<file path="config.mk">
export PLATFORM = sky130hd
export DESIGN_NAME = pipeline_hazard_unit
export DESIGN_NICKNAME = d
export VERILOG_FILES = /design/src/rtl/pipeline_pkg.sv /design/src/rtl/pipeline_hazard_unit_src_decode.sv /design/src/rtl/pipeline_hazard_unit.sv
export SDC_FILE = /design/constraint.sdc
export NUM_CORES = 1
export LEC_CHECK = 0
export BUFFER_PORTS_ARGS = -buffer_cell sky130_fd_sc_hd__buf_2
export CORE_MARGIN = 2
export CORE_UTILIZATION = 48
export DETAILED_ROUTE_END_ITERATION = 8
export GPL_ROUTABILITY_DRIVEN = 0
export PLACE_DENSITY_LB_ADDON = 0.25
export SLEW_MARGIN = 10
export SYNTH_ARGS = -nofsm -noshare
export SYNTH_HDL_FRONTEND = slang
export SYNTH_SLANG_ARGS = --single-unit
export TNS_END_PERCENT = 50
</file>
<file path="constraint.sdc">
create_clock -name clk -period 2.7 [get_ports clk]
set_input_delay 0.54 -clock clk [delete_from_list [all_inputs] [get_ports clk]]
set_output_delay 0.54 -clock clk [all_outputs]
set_load 0.005 [all_outputs]
</file>
<file path="src/rtl/pipeline_pkg.sv">
// Shared definitions for the RV32IM pipeline hazard logic: opcode and funct7
// constants plus the divider-tracking FSM state type.
package pipeline_pkg;

    localparam logic [6:0] OP_R      = 7'b0110011;
    localparam logic [6:0] OP_IMM    = 7'b0010011;
    localparam logic [6:0] OP_LOAD   = 7'b0000011;
    localparam logic [6:0] OP_STORE  = 7'b0100011;
    localparam logic [6:0] OP_BRANCH = 7'b1100011;
    localparam logic [6:0] OP_JALR   = 7'b1100111;
    localparam logic [6:0] OP_JAL    = 7'b1101111;

    localparam logic [6:0] F7_MULDIV = 7'b0000001;

    typedef enum logic {
        MduIdle,
        MduBusy
    } mdu_state_e;

endpackage

</file>
<file path="src/rtl/pipeline_hazard_unit_src_decode.sv">
// Decodes which register sources the ID-stage instruction actually reads, and
// whether it is a divider-class (DIV/DIVU/REM/REMU) operation.
module hazard_src_decode
    import pipeline_pkg::*;
(
    input  logic [6:0] opcode,
    input  logic [6:0] funct7,
    input  logic [2:0] funct3,
    output logic       use_rs1,
    output logic       use_rs2,
    output logic       is_div
);

    // Source-use and divider-class decode
    always_comb begin
        use_rs1 = 1'b0;
        use_rs2 = 1'b0;
        is_div  = 1'b0;
        unique case (opcode)
            OP_R: begin
                use_rs1 = 1'b1;
                use_rs2 = 1'b1;
                if (funct7 == F7_MULDIV) begin
                    // funct3[2] set selects the multi-cycle divide/remainder group
                    unique case (funct3)
                        3'b100, 3'b101, 3'b110, 3'b111: is_div = 1'b1;
                        default:                        is_div = 1'b0;
                    endcase
                end
            end
            OP_IMM, OP_LOAD, OP_JALR: use_rs1 = 1'b1;
            OP_STORE, OP_BRANCH: begin
                use_rs1 = 1'b1;
                use_rs2 = 1'b1;
            end
            default: ;
        endcase
    end

endmodule

</file>
<file path="src/rtl/pipeline_hazard_unit.sv">
// Hazard and flush controller sitting between ID and EX. Detects load-use
// hazards over a configurable load latency, tracks the long-latency divider,
// gives flushes priority over stalls and keeps saturating event counters.
module pipeline_hazard_unit
    import pipeline_pkg::*;
#(
    parameter int unsigned LOAD_LAT = 1,
    parameter int unsigned MDU_LAT  = 32,
    parameter int unsigned CNT_W    = 32
) (
    input  logic             clk,
    input  logic             rst,
    input  logic             id_valid,
    input  logic [6:0]       id_opcode,
    input  logic [6:0]       id_funct7,
    input  logic [2:0]       id_funct3,
    input  logic [4:0]       id_rs1,
    input  logic [4:0]       id_rs2,
    input  logic             id_ex_valid,
    input  logic             id_ex_mem_read,
    input  logic             id_ex_div,
    input  logic             id_ex_jal,
    input  logic             id_ex_jalr,
    input  logic [4:0]       id_ex_rd,
    input  logic             bpu_correct,
    output logic             load_use_stall,
    output logic             mdu_stall,
    output logic             flush_branch,
    output logic             flush_jal,
    output logic             flush_if_id,
    output logic             flush_id_ex,
    output logic             mdu_busy,
    output logic [CNT_W-1:0] stall_cnt,
    output logic [CNT_W-1:0] flush_cnt
);

    localparam int unsigned        MduCntW = $clog2(MDU_LAT + 1);
    localparam logic [MduCntW-1:0] MduLoad = MduCntW'(MDU_LAT);
    // Each scoreboard entry is {valid, rd}
    localparam int unsigned        EntW    = 6;

    logic use_rs1, use_rs2, id_is_div;

    hazard_src_decode u_src_decode (
        .opcode  (id_opcode),
        .funct7  (id_funct7),
        .funct3  (id_funct3),
        .use_rs1 (use_rs1),
        .use_rs2 (use_rs2),
        .is_div  (id_is_div)
    );

    // ---------------- load scoreboard ----------------
    logic [EntW-1:0]          ld0;
    logic [LOAD_LAT*EntW-1:0] ld_all;
    logic                     load_hazard;

    assign ld0 = {id_ex_valid & id_ex_mem_read & (id_ex_rd != 5'd0), id_ex_rd};

    if (LOAD_LAT > 1) begin : g_hist
        logic [(LOAD_LAT-1)*EntW-1:0] hist_q;

        // Age in-flight loads one slot per cycle; stalls do not freeze this
        always_ff @(posedge clk) begin
            if (rst) begin
                hist_q <= '0;
            end else begin
                hist_q[EntW-1:0] <= ld0;
                for (int k = 1; k < int'(LOAD_LAT) - 1; k++) begin
                    hist_q[k*EntW +: EntW] <= hist_q[(k-1)*EntW +: EntW];
                end
            end
        end

        assign ld_all = {hist_q, ld0};
    end else begin : g_no_hist
        assign ld_all = ld0;
    end

    // Match used ID sources against every valid scoreboard slot
    always_comb begin
        load_hazard = 1'b0;
        for (int k = 0; k < int'(LOAD_LAT); k++) begin
            if (ld_all[k*EntW + 5] &&
                ((use_rs1 && (id_rs1 == ld_all[k*EntW +: 5])) ||
                 (use_rs2 && (id_rs2 == ld_all[k*EntW +: 5])))) begin
                load_hazard = 1'b1;
            end
        end
        load_hazard = load_hazard & id_valid;
    end

    // ---------------- divider busy FSM ----------------
    mdu_state_e         state_q, state_d;
    logic [MduCntW-1:0] cnt_q, cnt_d;
    logic [4:0]         mdu_rd_q, mdu_rd_d;
    logic               div_in_ex;

    assign div_in_ex = id_ex_valid & id_ex_div;

    // FSM, countdown and destination registers
    always_ff @(posedge clk) begin
        if (rst) begin
            state_q  <= MduIdle;
            cnt_q    <= '0;
            mdu_rd_q <= '0;
        end else begin
            state_q  <= state_d;
            cnt_q    <= cnt_d;
            mdu_rd_q <= mdu_rd_d;
        end
    end

    // Next-state: load countdown on a divide leaving EX, release at cnt==1
    always_comb begin
        state_d  = state_q;
        cnt_d    = cnt_q;
        mdu_rd_d = mdu_rd_q;
        unique case (state_q)
            MduIdle: begin
                if (div_in_ex) begin
                    state_d  = MduBusy;
                    cnt_d    = MduLoad;
                    mdu_rd_d = id_ex_rd;
                end
            end
            MduBusy: begin
                if (div_in_ex) begin
                    cnt_d    = MduLoad;
                    mdu_rd_d = id_ex_rd;
                end else if (cnt_q == MduCntW'(1)) begin
                    state_d = MduIdle;
                    cnt_d   = '0;
                end else begin
                    cnt_d = cnt_q - MduCntW'(1);
                end
            end
        endcase
    end

    // The structural stall should keep a second divide out of EX while busy
    always_ff @(posedge clk) begin
        if (!rst) begin
            assert (!(state_q == MduBusy && div_in_ex));
        end
    end

    logic mdu_dep, mdu_struct;

    assign mdu_busy   = (state_q == MduBusy);
    assign mdu_dep    = mdu_busy & id_valid & (mdu_rd_q != 5'd0) &
                        ((use_rs1 & (id_rs1 == mdu_rd_q)) | (use_rs2 & (id_rs2 == mdu_rd_q)));
    assign mdu_struct = mdu_busy & id_valid & id_is_div;

    // ---------------- flush / stall priority ----------------
    logic flush_any;

    assign flush_branch   = ~bpu_correct;
    assign flush_jal      = id_ex_valid & (id_ex_jal | id_ex_jalr);
    assign flush_any      = flush_branch | flush_jal;
    assign flush_if_id    = flush_any;
    assign flush_id_ex    = flush_any;
    assign load_use_stall = load_hazard & ~flush_any;
    assign mdu_stall      = (mdu_dep | mdu_struct) & ~flush_any;

    // ---------------- saturating counters ----------------
    logic [CNT_W-1:0] stall_cnt_q, stall_cnt_d;
    logic [CNT_W-1:0] flush_cnt_q, flush_cnt_d;

    // Increment on an event unless already at all-ones
    always_comb begin
        stall_cnt_d = stall_cnt_q;
        flush_cnt_d = flush_cnt_q;
        if ((load_use_stall | mdu_stall) && (stall_cnt_q != '1)) begin
            stall_cnt_d = stall_cnt_q + CNT_W'(1);
        end
        if (flush_any && (flush_cnt_q != '1)) begin
            flush_cnt_d = flush_cnt_q + CNT_W'(1);
        end
    end

    // Counter registers
    always_ff @(posedge clk) begin
        if (rst) begin
            stall_cnt_q <= '0;
            flush_cnt_q <= '0;
        end else begin
            stall_cnt_q <= stall_cnt_d;
            flush_cnt_q <= flush_cnt_d;
        end
    end

    assign stall_cnt = stall_cnt_q;
    assign flush_cnt = flush_cnt_q;

endmodule

</file>
**Yosys cells after proc, flatten, opt, wreduce, memory -nomap -nowiden**

Cells that the tools add are included.

- Output and inout port bits: 71
- Bits in registers: 76
- Word-level logic and storage cells: 74

- Equal/unequal tests: 19
- Reduce and logical (&&, ||, !) cells: 11
- Add/sub/neg operators: 3
- Multiplexer cells: 15
- Bitwise operators: 21

Operator list:

| kind | count |
|---|---|
| adder 32 x 1 -> 32 bit, second input constant | 2 |
| inequality test 32 bit, second input constant | 2 |
| == test 5 bit | 4 |
| 2-to-1 mux 6 bit | 3 |
| == test 7 x 6 -> 1 bit, second input constant | 2 |
| == test 7 bit, second input constant | 2 |
| bitwise AND 1 bit | 13 |
| == test 3 bit, second input constant | 4 |
| one-hot mux 6 bit (2 select lines) | 1 |
| nonzero test 5 bit | 2 |
| 2-to-1 mux 1 bit | 9 |
| == test 7 x 1 -> 1 bit, second input constant | 1 |
| == test 7 x 2 -> 1 bit, second input constant | 1 |
| == test 7 x 5 -> 1 bit, second input constant | 1 |
| == test 6 x 1 -> 1 bit, second input constant | 1 |
| OR reduction 6 bit | 1 |
| subtractor 6 x 1 -> 6 bit, second input constant | 1 |
| logical AND 1 bit | 5 |
| 2-to-1 mux 5 bit | 1 |
| bitwise OR 1 bit | 5 |
| OR reduction 4 bit | 1 |
| NOT 1 bit | 3 |
| OR reduction 3 bit | 1 |
| inequality test 2 bit, second input constant | 1 |
| other kinds (2) | 2 |

**Logic depth before layout (Yosys ltp)**

Gate-level depths: netlist (run 1).

- Depth in word-level cells: 11
- Mapped depth: 11
- Gate-level depth less buffers: 8

**Hierarchy**

A second synthesis (run 1) with hierarchy kept.

- Cell total of the unflattened synthesis: 486
- Area total of the unflattened synthesis: 4048.9 µm²

By module, submodules not included:

| module | cells each | instances | area each (µm²) | seq. area each (µm²) |
|---|---|---|---|---|
| pipeline_hazard_unit | 476 | 1 | 3971.3 | 1521.5 |
| hazard_src_decode | 10 | 1 | 77.6 | 0.0 |

**Least setup slack after synthesis (run 1)**

Ideal clock, no wire load.

- Kind: input to register
- From: input id_opcode[3]
- To: register stall_cnt_q[28], in the netlist stall_cnt[28]
- Path buffers: 2
- Data arrival time: 2.521 ns
- Cell stages on the path: 9
- Library setup time: 0.121 ns
- Path slack: 0.059 ns
- Cell sequence: nand3b_1 > a211o_1 > nor3_1 > a21oi_1 > o221a_2 > clkbuf_1 > buf_2 > nor4b_1 > mux2_2

- Cells in the longest elaborated chain, start to end: 11
- Elaborated cells on any way between the ends: 27
- Classes of those cells: 6 x eq/ne; 4 x mux; 10 x bitwise; 7 x reduce/logical

Ends and longest elaborated chain:

| item | RTL line | text |
|---|---|---|
| start: declaration | pipeline_hazard_unit.sv:14 | `input logic [6:0] id_opcode,` |
| == test 7 x 5 -> 1 bit, or another cell as far along | pipeline_hazard_unit_src_decode.sv:19 | `unique case (opcode)` |
| OR reduction 6 bit (no line) or OR reduction 3 bit (tied branches) | n/a |  |
| 2-to-1 mux 1 bit | pipeline_hazard_unit_src_decode.sv:19 |  |
| logical AND 1 bit (on tied branches) | pipeline_hazard_unit.sv:85, pipeline_hazard_unit.sv:86 |  |
| logical OR 1 bit | pipeline_hazard_unit.sv:85 | `((use_rs1 && (id_rs1 == ld_all[k*EntW +: 5])) \|\|` |
| logical AND 1 bit | pipeline_hazard_unit.sv:84 | `if (ld_all[k*EntW + 5] &&` |
| 2-to-1 mux 1 bit | pipeline_hazard_unit.sv:84 |  |
| bitwise AND 1 bit | pipeline_hazard_unit.sv:90 | `load_hazard = load_hazard & id_valid;` |
| bitwise AND 1 bit | pipeline_hazard_unit.sv:163 | `assign load_use_stall = load_hazard & ~flush_any;` |
| bitwise OR 1 bit (*) | pipeline_hazard_unit.sv:174 | `if ((load_use_stall \| mdu_stall) && (stall_cnt_q != '1)) begin` |
| logical AND 1 bit (*) | pipeline_hazard_unit.sv:174 |  |
| end signal: assignment | pipeline_hazard_unit.sv:188 | `stall_cnt_q <= stall_cnt_d;` |
| end: declaration | pipeline_hazard_unit.sv:167 | `logic [CNT_W-1:0] stall_cnt_q, stall_cnt_d;` |

Mark *: on every way between the ends. The rest lies on a longest branch, timed or not.
A chain may end at the register's enable or synchronous reset.

**Final worst setup path (run 1)**

- From: register flush_cnt_q[4], in the netlist flush_cnt[4]
- To: register flush_cnt_q[21], in the netlist flush_cnt[21]

- Cells in the longest elaborated chain, start to end: 2
- Elaborated cells on any way between the ends: 3
- Classes of those cells: 1 x add/sub; 1 x eq/ne; 1 x reduce/logical

Ends and longest elaborated chain:

| item | RTL line | text |
|---|---|---|
| start: declaration | pipeline_hazard_unit.sv:168 | `logic [CNT_W-1:0] flush_cnt_q, flush_cnt_d;` |
| start signal: assignment | pipeline_hazard_unit.sv:189 | `flush_cnt_q <= flush_cnt_d;` |
| branches (longest 2 deep; another with adder 32 x 1 -> 32 bit) | n/a |  |

Parallel ways; which one is timed is not known.

==> results of run 1 <==
-- Yosys cell counts (all sizes together) (13+ instances only) --
| library cell | instances |
|---|---|
| nor3 | 26 |
| mux2 | 18 |
| clkbuf | 15 |
| a21oi | 30 |
| nand2 | 37 |
| nand3 | 35 |
| or3 | 13 |
| or4 | 15 |
| nor2 | 63 |
| xnor2 | 34 |
| inv | 14 |
| dfxtp | 76 |
| nor2b | 18 |
-- timing repair --
item	in CTS	in global routing
endpoints found under the hold margin	0	0
setup buffers	0	2
gates resized for setup	0	2
endpoints found under the setup margin	0	4
-- layout make-up --
cell class | instances | area [um2]
Sequential cell | 76 | 1520
Clock buffer | 11 | 141
Fill cell | 813 | 3430
Inverter | 15 | 56.3
Clock inverter | 5 | 75.1
Tap cell | 108 | 135
Multi-Input combinational cell | 401 | 2530
Timing Repair Buffer | 125 | 703
-- stage by stage --
step / TNS [ps] / utilization
CTS: 0 / 0.598
finish: 0 / 0.601
floorplan: 0 / -
global route: 0 / 0.601
global placement: -16.5 / 0.572
detailed placement: -64.4 / 0.572
-- layout by cell type (no fill, tap or decap), types with 14 or more instances in the layout --
cell       n
buf_2    109
dfxtp_1   76
nor2_1    63
nand2_1   37
nand3_1   35
xnor2_1   34
a21oi_1   30
nor3_1    26
nor2b_1   18
mux2_2    17
inv_1     14
-- cell families after synthesis --
kind of cell | count (synthesis)
and+or+nand+nor | 261
muxes | 20
xor gates and xnor gates | 45
AOI/OAI and AO/OA | 71
buffers and inverters | 40
DFF | 76
adders and majority gates | 4
-- flip-flops by register name (all words and copies together), names as in the netlist --
name,cells
stall_cnt,32
mdu_busy,1
flush_cnt,32
mdu_rd_q,5
cnt_q,6
-- where the power goes --
group | internal, mW | total, mW | switching [mW]
Clock | 0.542 | 0.958 | 0.416
Combinational | 0.0858 | 0.191 | 0.105
Sequential | 1.14 | 1.16 | 0.0193
Total | 1.76 | 2.30 | 0.540
-- metal layers --
metal,wire (um),up-vias,track usage
li1,-,2068,-
met1,4640,1918,0.274
met2,4900,104,0.342
met3,665,6,0.0475
met4,60,0,0.0737
met5,0,-,0
-- path summary, 6_finish.rpt --
kind,startpoint,to,slack [ps],cells after the start
max,flush_cnt[4],flush_cnt[21],200,8
min,id_ex_rd[1],mdu_rd_q[1],500,3
max reg2reg,flush_cnt[4],flush_cnt[21],200,8
min reg2reg,cnt_q[4],cnt_q[4],500,1
-- worst max-delay path, cell delays in order (launching register included) --
cell and delay (ps):
dfxtp_1 430, nand4_2 170, or4_4 500, or4_4 500
a211oi_4 320, buf_4 180, nand3_1 80, xor2_1 160
nor2_1 50
==> flow_metrics.py, run 1 <==
metrics = {
    "synthesis": {
        "ys_types": 49,
        "synth_top_cell_area_share": 0.362,
        "synth_top_family_by_area": "simple AND/OR/NAND/NOR gates",
        "ys_async_sr_fraction": 0,
        "synth_xor_area_frac": 0.0938,
        "yosys_warnings": 0,
        "synth_adder_area_share": 0.0119,
        "synthSimpleGateAreaFrac": 0.328,
        "yosys_most_used_dff": "dfxtp_1",
        "syn_inst": 517,
        "synthesis.area_um2": 4200,
        "seq_area_frac_synth": 0.362,
        "synth_compound_area_frac": 0.110,
        "synth_area_leaders": "dfxtp_1 (36%), xnor2_1 (7.1%), nor2_1 (5.6%), mux2_2 (4.6%), nand3_1 (4.2%)",
        "synth-edff-count": 0,
        "synth.largest_area_cell": "dfxtp_1",
        "syn_nets": 562,
        "synth_mux_area_frac": 0.0530,
        "synth-seq-cells": 76,
        "syn_area_per_cell_um2": 8.13,
    },
    "floorplanning": {
        "fp.dieArea_um2": 9520,
        "rows": 34,
        "coreArea_um2": 8590,
        "io_pins": 112,
        "die_w_um": 97.6,
        "fp.dieH_um": 97.6,
        "initial_utilization": 0.489,
    },
    "worst_setup_path": {
        "critical_path_arrival_ps": 2730,
        "crit_required_ps": 2930,
        "cp_max_fo": 6,
        "end_kind": "register",
        "path_class": "register to register",
        "critPathLaunchType": "register",
    },
    "global_route": {
        "grt_pass1_vias": 3738,
        "grt_max_degree": 92,
        "track_usage": 0.210,
        "grt_pass1_wl_um": 17000,
        "overflow": 0,
        "antenna_found_initial": 0,
    },
    "placed_design": {
        "post-place-ws_ps": -42.8,
        "placed_area_um2": 4920,
        "io_buffers": 109,
        "placedCellCount": 723,
        "hpwlAfterDp_um": 7290,
    },
    "clocking": {
        "cts_buffer_depth": 2,
        "clk_pin_slew_worst_paths_ps": 80,
        "cts_sinks": 76,
        "tritoncts": "built",
        "cts_hold_buf": 0,
        "cts_buffers": 9,
        "clkLatencyLatePin_ps": 350,
        "ctsHtreeMaxLevel": 3,
        "root_buffer": "clkbuf_8",
    },
    "drt": {
        "postRouteAntennaNets": 0,
        "drtPass1Iterations": 4,
        "routed_wl_um": 10300,
        "drcViolationCount": 0,
        "vias": 4096,
        "wl_per_cell_um": 13.9,
        "vias_per_cell": 5.53,
        "drt_iter0_drc": 205,
    },
    "sta": {
        "layout_setup_ws_ps": 201,
        "final-max-slew-violation-count": 0,
        "finClkSkew_ps": 17.4,
        "rsz0062_at_grt": "no",
        "hold_ws_ps": 495,
        "min_period_over_period": 0.926,
        "min_period_ps": 2500,
        "max_freq_ghz": 0.400,
        "setup_violations": 0,
        "hold_viol": 0,
        "worst_slew_pin_slew_ps": 373,
        "max_slew_margin": 0.751,
    },
    "final_layout": {
        "diodes": 0,
        "final_area_um2": 5160,
        "drive_above_1_share": 0.261,
        "layout-area-overhead-vs-synth_pct": 22.8,
        "final_nets": 673,
        "instances_no_fill": 741,
    },
    "power_and_ir_drop": {
        "peakVddDrop_uv": 282,
        "leakage_nw": 2.07,
        "report.power.total_mw": 2.30,
        "pwr_density_cell_nw_per_um2": 446,
    },
    "run": {
        "maxCapViolations": 0,
    },
    "status": {
        "outcome": "finished, final reports clean",
    },
    "min_path": {
        "min_path_type": "primary input to register",
    },
}
(Power assumes the default switching activity.)
==> run 2, diff against run 1 <==
- CAP_MARGIN: unset -> 20
- CELL_PAD_IN_SITES_DETAIL_PLACEMENT: unset -> 1
- CELL_PAD_IN_SITES_GLOBAL_PLACEMENT: unset -> 2
- CORE_UTILIZATION: 48 -> 27
- RECOVER_POWER: unset -> 25
==> flow_metrics.py, run 2 (synthesized netlist as in run 1, its figures left out) <==
metrics = {
    "clocking": {
        "cts_buffer_depth": 2,
        "cts_resized": 0,
        "cts_buffers": 9,
        "tritoncts": "built",
        "cts_sinks": 76,
        "ctsHtreeMaxLevel": 3,
        "cts_hold_buf": 0,
        "cts_setup_buffers": 0,
        "root_buffer": "clkbuf_16",
        "clkLatencyLatePin_ps": 340,
        "clk_pin_slew_worst_paths_ps": 60,
    },
    "worst_setup_path": {
        "crit_required_ps": 2970,
        "critPathLaunchType": "primary input",
        "end_kind": "register",
        "critical_path_arrival_ps": 2770,
        "cp_max_fo": 16,
        "path_class": "primary input to register",
    },
    "final_layout": {
        "final_area_um2": 5440,
        "fillCellCount": 1884,
        "diodes": 0,
        "final_nets": 688,
        "drive_above_1_share": 0.247,
        "final_common_cell": "buf_2",
        "mostFrequentLayoutCells": "buf_2 (92), dfxtp_1 (76), nor2_1 (63)",
        "layout-area-overhead-vs-synth_pct": 29.5,
        "final_util": 0.358,
    },
    "power_and_ir_drop": {
        "peakVddDrop_uv": 255,
        "report.power.total_mw": 2.72,
        "pwr_density_cell_nw_per_um2": 501,
        "leakage_nw": 2.09,
    },
    "sta": {
        "hold_viol": 0,
        "final-max-slew-violation-count": 0,
        "hold_ws_ps": 494,
        "rsz0062_at_grt": "no",
        "setup_violations": 0,
        "min_period_over_period": 0.923,
        "finClkSkew_ps": 11.8,
        "max_freq_ghz": 0.401,
        "min_period_ps": 2490,
        "worst_slew_pin_slew_ps": 685,
        "max_slew_margin": 0.543,
    },
    "global_route": {
        "grt_pass1_vias": 4202,
        "overflow": 0,
        "grt_pass1_wl_um": 21000,
        "track_usage": 0.158,
        "antenna_found_initial": 0,
        "grt_max_degree": 52,
    },
    "drt": {
        "drcViolationCount": 0,
        "vias": 4204,
        "postRouteAntennaNets": 0,
        "wl_per_cell_um": 15.3,
        "drt_iter0_drc": 165,
        "routed_wl_um": 12800,
        "drtPass1Iterations": 4,
        "vias_per_cell": 5.03,
    },
    "floorplanning": {
        "initial_utilization": 0.276,
        "fp.dieH_um": 129,
        "die_w_um": 129,
        "io_pins": 112,
        "coreArea_um2": 15200,
        "fp.dieArea_um2": 16600,
        "rows": 45,
    },
    "run": {
        "maxCapViolations": 0,
    },
    "placed_design": {
        "io_buffers": 109,
        "hpwlAfterDp_um": 9790,
        "placed_area_um2": 5130,
    },
    "min_path": {
        "min_path_type": "register to register",
    },
    "status": {
        "outcome": "finished, final reports clean",
    },
}
[run 2: changes by cell type in the layout (fill, tap and decap cells not counted), moves of 9 or more]
cell / before / now
buf_4: 13 / 28
buf_2: 109 / 92
clkbuf_16: 0 / 9
clkbuf_8: 10 / 0
clkbuf_1: 1 / 20
[run 2: path summary, 6_finish.rpt]
path                     start             to  slack (ps)  cells past startpoint
setup / recovery  id_opcode[3]   stall_cnt[9]         210                      9
setup reg to reg  flush_cnt[8]  flush_cnt[21]         220                      8
hold reg to reg       cnt_q[4]       cnt_q[4]         490                      1
hold / removal        cnt_q[4]       cnt_q[4]         490                      1
[run 2: layout make-up]
type	instances	area, um2	share of cell area
repair buffers	140	778	0.143
clock buffers	11	233	0.0428
multi-input cells	401	2520	0.463
clock inverters	5	100	0.0184
well taps	188	235	0.0432
flip-flops and latches	76	1520	0.280
inverters	15	56.3	0.0103
[run 2: power breakdown]
| group | internal, mW | total, mW | switching (mW) | leakage, nW |
|---|---|---|---|---|
| sequential | 1.14 | 1.16 | 0.0179 | 0.614 |
| combinational | 0.0899 | 0.205 | 0.116 | 1.31 |
| clock | 0.900 | 1.36 | 0.463 | 0.163 |
| total | 2.13 | 2.72 | 0.596 | 2.09 |
[run 2: worst max-delay path: stages]
cell and delay (ps):
buf_2 90, nand3b_1 190, buf_4 170, nor4_1 410
o2111ai_1 190, o221a_2 250, buf_4 240, or4_1 520
a21oi_1 160
[run 2: metrics by stage]
step	TNS, ps	std cells	worst slack, ps
after floorplan	0	517	58.6
after global placement	-1100	820	-109
after detailed placement	-2930	820	-175
after CTS	0	836	185
after global routing	0	836	21.0
final	0	836	208
[run 2: layer usage]
metal | routed length (um) | track usage | vias up
met4 | 153 | 0.0537 | 0
met5 | 0 | 0 | -
li1 | - | - | 2108
met3 | 608 | 0.0345 | 9
met2 | 6120 | 0.259 | 70
met1 | 5920 | 0.205 | 2017
